<file path="src/rtl/a2d_rr_intf.sv">
// a2d_rr_intf
//   Round-robin conversion sequencer for the external 8-channel 12-bit SPI A2D.
//   A free-running timer starts one conversion every 2^TMR_W clocks. Each
//   conversion uses two SPI transactions. The first one addresses the channel.
//   The second one repeats the address and returns the sample in resp[11:0].
//   The round-robin index walks ch0 (batt), ch1 (curr), ch3 (brake), ch4 (torque).
//
// Ports
//   clk, rst_n  clock, async active-low reset
//   done        1-cycle pulse from the SPI monarch at the end of a transaction
//   resp[15:0]  SPI response, valid while done=1
//   snd         1-cycle request to the monarch to start a transaction
//   cmd[15:0]   command word {2'b00, chnl[2:0], 11'h000}
//   batt/curr/brake/torque[11:0]  latest readings
//   cnv_cmplt   1-cycle pulse when a reading register has just been written
module a2d_rr_intf #(
  parameter int TMR_W = 14
) (
  input  logic        clk,
  input  logic        rst_n,
  input  logic        done,
  input  logic [15:0] resp,
  output logic        snd,
  output logic [15:0] cmd,
  output logic [11:0] batt,
  output logic [11:0] curr,
  output logic [11:0] brake,
  output logic [11:0] torque,
  output logic        cnv_cmplt
);

  typedef enum logic [1:0] {IDLE, CMD, GAP, READ} state_t;

  // snd is a flop. It is set on the edge that enters the cycle where it must be
  // seen. So IDLE decodes "timer about to become all-ones" so that snd is high
  // in the cycle where tmr is all-ones.
  localparam logic [TMR_W-1:0] TMR_PRE = {{(TMR_W-1){1'b1}}, 1'b0};

  state_t           state, state_nxt;
  logic [TMR_W-1:0] tmr;
  logic [1:0]       rr;
  logic             snd_nxt;
  logic             cnv_nxt;
  logic [2:0]       chnl;
  logic [3:0][11:0] rd;

  always_ff @(posedge clk or negedge rst_n)
    if (!rst_n) tmr <= '0;
    else        tmr <= tmr + 1'b1;

  always_comb begin
    case (rr)
      2'd0:    chnl = 3'd0;
      2'd1:    chnl = 3'd1;
      2'd2:    chnl = 3'd3;
      default: chnl = 3'd4;
    endcase
  end

  assign cmd = {2'b00, chnl, 11'h000};

  always_comb begin
    state_nxt = state;
    snd_nxt   = 1'b0;
    cnv_nxt   = 1'b0;
    case (state)
      IDLE: if (tmr == TMR_PRE) begin
        state_nxt = CMD;
        snd_nxt   = 1'b1;
      end
      // The first response only carries the previous sample and is dropped.
      // Re-request from GAP: the monarch is idle for that one cycle.
      CMD: if (done) begin
        state_nxt = GAP;
        snd_nxt   = 1'b1;
      end
      GAP: state_nxt = READ;
      READ: if (done) begin
        state_nxt = IDLE;
        cnv_nxt   = 1'b1;
      end
      default: state_nxt = IDLE;
    endcase
  end

  always_ff @(posedge clk or negedge rst_n)
    if (!rst_n) begin
      state     <= IDLE;
      snd       <= 1'b0;
      cnv_cmplt <= 1'b0;
      rr        <= 2'd0;
      rd        <= '0;
    end else begin
      state     <= state_nxt;
      snd       <= snd_nxt;
      cnv_cmplt <= cnv_nxt;
      if (cnv_nxt) begin
        rd[rr] <= resp[11:0];
        rr     <= rr + 2'd1;
      end
    end

  assign batt   = rd[0];
  assign curr   = rd[1];
  assign brake  = rd[2];
  assign torque = rd[3];

endmodule

</file>
<file path="config.mk">
export PLATFORM = sky130hd
export DESIGN_NAME = a2d_rr_intf
export DESIGN_NICKNAME = d
export VERILOG_FILES = /design/src/rtl/a2d_rr_intf.sv
export SDC_FILE = /design/constraint.sdc
export NUM_CORES = 1
export LEC_CHECK = 0
export CAP_MARGIN = 5
export CORE_AREA = 2 2 84 86
export DETAILED_ROUTE_END_ITERATION = 6
export DIE_AREA = 0 0 86 88
export GPL_TIMING_DRIVEN = 0
export PLACE_DENSITY = 0.75
export SYNTH_ARGS = -nofsm -noshare
export SYNTH_HDL_FRONTEND = slang
export SYNTH_SLANG_ARGS = --single-unit
export TNS_END_PERCENT = 100
</file>
<file path="constraint.sdc">
create_clock -name clk -period 2.05 [get_ports clk]
set_input_delay 0.41 -clock clk [delete_from_list [all_inputs] [get_ports clk]]
set_output_delay 0.41 -clock clk [all_outputs]
set_load 0.01 [all_outputs]
</file>
Word level (Yosys, flattened, before mapping):

Index checks and enable logic that the tools add are counted.

* register bits after elaboration: 68
* bits in latches: 0
* memory bits (writable): 0
* ROM bits: 0
* input bits: 19
* memories kept: 0

* add/sub/neg operators: 2
* $mul: 0
* divide/modulo/power cells: 0
* $lt $le $gt $ge: 2
* equal/unequal tests: 9
* shift operators: 0
* mux-type cells: 12
* bitwise gates (word level): 0
* reduce and logical (&&, ||, !) cells: 4

Operators with widths (count)
* bitwise mux 48 bit: 1
* demux 12 bit (select 2 bit): 1
* adder 14 x 1 -> 14 bit, second input constant: 1
* equality test 14 bit, second input constant: 1
* 2-to-1 mux 12 bit: 1
* case mux 3 bit (3 select lines): 1
* case mux 2 bit (4 select lines): 1
* equality test 2 bit, second input constant: 3
* 2-to-1 mux 2 bit: 3
* != test 2 bit, second input constant: 3
* equality test 2 x 1 -> 1 bit, second input constant: 2
* logical NOT 2 bit: 2
* < comparator 2 x 3 -> 1 bit, second input constant: 1
* 2-to-1 mux 1 bit: 3
* AND reduction 3 bit: 1
* adder 2 x 1 -> 2 bit, second input constant: 1
* greater-or-equal comparator 2 x 1 -> 1 bit, second input constant: 1
* case mux 1 bit (2 select lines): 1
* logical AND 1 bit: 1

Longest topological paths before layout:

Gate-level depths: netlist of run 1.

* depth in word-level cells: 5
* depth in mapped cells: 6
* depth with buffers taken out: 6

Worst setup path before layout of run 1:

OpenSTA, ideal clock, no wires.

* kind: reg-to-reg
* start point: reg state[0]
* end point: reg rd, in the netlist batt[10]
* library setup time: 0.125 ns
* arrival: 1.449 ns
* data required time: 1.925 ns
* path slack: 0.476 ns
* cell stages (with the launch flop): 7
* clock period less this slack: 1.574 ns
* cells stage by stage: dfrtp_1 > ha_1 > and2_1 > buf_4 > nand2_2 > buf_4 > mux2_2

* longest elaborated chain between the ends: 2

Ends and longest elaborated chain
* start, declared: RTL line 39 `state_t state, state_nxt;`
* start signal, assigned: RTL line 94 `state <= state_nxt;`
* equality test 2 bit: RTL line 66 `case (state)`
* 2-to-1 mux 1 bit: RTL line 66
* net cnv_nxt: RTL line 43 `logic cnv_nxt;`
* end signal, assigned by index: RTL line 98 `rd[rr] <= resp[11:0];`
* end, declared: RTL line 45 `logic [3:0][11:0] rd;`

The timed path passes the listed nets, and every way through them passes these cells.
A chain may end at the register's enable or synchronous reset.

Final worst setup path of run 1:

* start point: reg rr[0]
* end point: out cmd[13]

* longest elaborated chain between the ends: 2
* elaborated cells between the ends (all ways): 4

Ends and longest elaborated chain
* start, declared: RTL line 41 `logic [1:0] rr;`
* start signal, assigned: RTL line 99 `rr <= rr + 2'd1;`
* equality test 2 bit (tied with other cells): RTL line 52 `case (rr)`
* case mux 3 bit (3 select lines) *: RTL line 52
* end, declared: RTL line 24 `output logic [15:0] cmd,`

Every way passes the cells marked *; elsewhere a longest branch is shown, timed or not.

==> results of run 1 <==
## worst max-delay path, cell delays in order (launching register included)
cell and delay (ps):
dfrtp_1 390, buf_4 150, ha_1 200, clkdlybuf4s50_1 480
## report_power, final
| group | internal [mW] | switching, mW |
|---|---|---|
| Sequential | 1.86 | 0.267 |
| Clock | 0.712 | 0.471 |
| Combinational | 1.42 | 0.860 |
| Total | 3.99 | 1.60 |
## final timing paths
kind                            startpoint        to  cells after the start
worst min-delay path                 rst_n    tmr[0]                      1
worst max register to register    state[0]  brake[3]                      6
worst min register to register      tmr[0]    tmr[0]                      1
max in group asynchronous            rst_n   curr[1]                      1
worst max-delay path                 rr[0]   cmd[13]                      3
min in group clk                    tmr[0]    tmr[0]                      1
## layer usage
layer / GRT usage (%) / up-vias / wire length, um
met5: 0 / - / 0
met4: 5.92 / 0 / 110
met3: 4.81 / 8 / 260
met2: 25.5 / 59 / 2680
met1: 19.6 / 858 / 2450
li1: - / 852 / -
## state kept, by name (all words and copies together) (netlist names)
name and cells:
curr 12, torque 12, batt 12, snd 1, rr 2, state 2, tmr 14, brake 12
cnv_cmplt 1
## cell families (layout without fill, tap and decap cells)
| group | Yosys count | count (layout) | share of synthesized area (%) |
|---|---|---|---|
| and+or+nand+nor | 31 | 31 | 6.16 |
| adders and majority gates | 13 | 13 | 5.57 |
| xor gates and xnor gates | 13 | 13 | 3.90 |
| buffers and inverters | 26 | 111 | 5.91 |
| muxes | 50 | 50 | 19.2 |
| DFF | 68 | 68 | 58.2 |
| AOI/OAI and AO/OA | 3 | 3 | 0.899 |
| other | 1 | 13 | 0.128 |
## layout by cell type (no fill, tap or decap)
master | synthesis | final
conb_1 | 1 | 13
nand4_4 | 1 | 1
and4_2 | 1 | 1
xor2_1 | 4 | 4
bufinv_16 | 0 | 2
mux2_1 | 1 | 1
inv_2 | 0 | 1
mux2_2 | 48 | 48
nand2_2 | 4 | 4
nand3_1 | 5 | 5
buf_6 | 1 | 1
clkinv_2 | 0 | 3
o21ai_0 | 2 | 2
xnor2_1 | 9 | 9
and3_1 | 1 | 1
mux2i_1 | 1 | 1
clkbuf_1 | 0 | 1
and2_1 | 2 | 2
inv_1 | 7 | 6
nor2_1 | 6 | 6
nand4_1 | 3 | 3
clkdlybuf4s50_1 | 0 | 65
nand2_1 | 6 | 6
dlymetal6s2s_1 | 0 | 1
and4_1 | 1 | 1
dfrtp_1 | 68 | 68
and2_2 | 1 | 1
a21oi_4 | 1 | 1
buf_4 | 18 | 21
clkbuf_8 | 0 | 10
ha_1 | 13 | 13
## timing repair
item,CTS,global route
gates resized for setup,0,2
cloned,0,0
buffers inserted,2,0
setup endpoints to repair,1,2
## cell type report
| type | count | area, sq um | area share [%] |
|---|---|---|---|
| tap | 80 | 100 | 2.52 |
| timing repair buffer | 69 | 686 | 17.3 |
| buffer | 19 | 146 | 3.69 |
| multi-input combinational | 123 | 1090 | 27.5 |
| sequential | 68 | 1700 | 42.9 |
| clock buffer | 11 | 141 | 3.56 |
| inverter | 7 | 26.3 | 0.662 |
| clock inverter | 5 | 75.1 | 1.89 |
## per-stage QoR
stage | hold WS [ps] | cell area (sq um)
2_1_floorplan | 114 | 2970
3_3_place_gp | 445 | 3740
3_5_place_dp | 465 | 3740
4_1_cts | 213 | 3970
5_1_grt | 265 | 3970
6_report | 186 | 3970
==> impl_metrics.py, run 1 <==
metrics = {
    "clock_tree": {
        "cts_buffers": 9,
        "cts_num_sinks": 68,
        "cts_tree": "built",
        "cts-hold-fix-buffers": 0,
        "h-tree-depth": 3,
        "clock_latency_ps": 330,
        "cts_root_buf": "clkbuf_8",
        "clk_path_buf_depth": 2,
        "path_clk_slew_ps": 70,
    },
    "yosys": {
        "synthTopCellsByArea": "dfrtp_1, mux2_2, ha_1",
        "synth_common_cells": "dfrtp_1, mux2_2, buf_4",
        "synth_edf_count": 0,
        "yosysMostFrequentCell": "dfrtp_1",
        "ys_ff_latch": 68,
        "synth_ff_type": "dfrtp_1",
        "synth.avg_cell_area_sq_um": 14.3,
        "yosysUniqueCellTypes": 24,
        "yosysTopAreaCell": "dfrtp_1",
        "synth_top_area_share_pct": 58.2,
        "synthArstFlopShare_pct": 100,
        "syn-cell-area_sq_um": 2920,
        "ys_seq_area_share_pct": 58.2,
        "postSynthCellCount": 205,
        "ys_warn_count": 0,
    },
    "cells_and_area": {
        "fin_cells": 382,
        "fill_cells": 546,
        "final_nets": 329,
        "n_antenna_cell": 0,
        "drive_gt1_share_pct": 31.1,
        "final_util_pct": 59.8,
        "areaGrowthSynthToFinish_pct": 35.8,
    },
    "critical_path": {
        "start_kind": "flip-flop",
        "critical_path.endpoint_type": "output port",
        "arrival_ps": 1550,
        "path_max_fanout": 3,
        "crit_required_ps": 1640,
        "r2r_slack_ps": 300,
        "worstSetupPathType": "flip-flop to output port",
    },
    "placed_design": {
        "dp_slack_ps": 47.8,
        "dp_hpwl_mm": 3.89,
        "port_buffers": 67,
        "dpl.cell_count": 364,
        "place.gp.congestion": 0.714,
    },
    "routing": {
        "wl_per_cell_um": 14.4,
        "dr_total_vias": 1777,
        "drt_first_pass_iters": 4,
        "ant_nets": 0,
        "drc": 0,
        "wirelength_mm": 5.50,
        "drt_iter0_drc": 70,
        "vias_per_cell": 4.65,
    },
    "timing": {
        "slew_violations": 0,
        "relSlewSlack_pct": 43.9,
        "setup_viol": 0,
        "worst_slack_ps": 92.2,
        "period_share_pct": 95.5,
        "fin_tns_setup_ps": 0,
        "min_period_ps": 1960,
        "worst_clock_skew_ps": 8.78,
        "rsz0062_at_grt": "no",
        "fmax_mhz": 511,
        "finalHoldViolations": 0,
        "worst_pin_slew_ps": 841,
    },
    "global_routing": {
        "overflow": 0,
        "antenna_found_initial": 0,
        "grt_max_degree": 69,
        "grt_pass1_vias": 1843,
        "grt_usage_pct": 15.6,
        "grt_pass1_wl_mm": 8.96,
    },
    "power_and_ir_drop": {
        "ir_drop_mv": 0.651,
        "finalPower_mw": 5.59,
        "p_leak_nw": 1.87,
        "power_density_nw_per_um2": 1410,
    },
    "floorplanning": {
        "fp.dieH_um": 88,
        "die_x_um": 86,
        "die_area_sq_um": 7570,
        "core_area_sq_um": 6640,
        "start_util_pct": 44.0,
        "rows": 30,
        "ios": 85,
    },
    "run": {
        "maxCapViolations": 0,
    },
    "outcome": {
        "status": "complete, no violations",
    },
    "hold_path": {
        "min_path_type": "input port to async pin",
    },
}
Note: power is estimated with default switching activity, not from simulation.
==> run 2, diff against run 1 <==
Settings changed: CAP_MARGIN 5 to 30.
==> results of run 2 <==
Same layout as run 1: the final DEF is identical, and so are final timing and power.
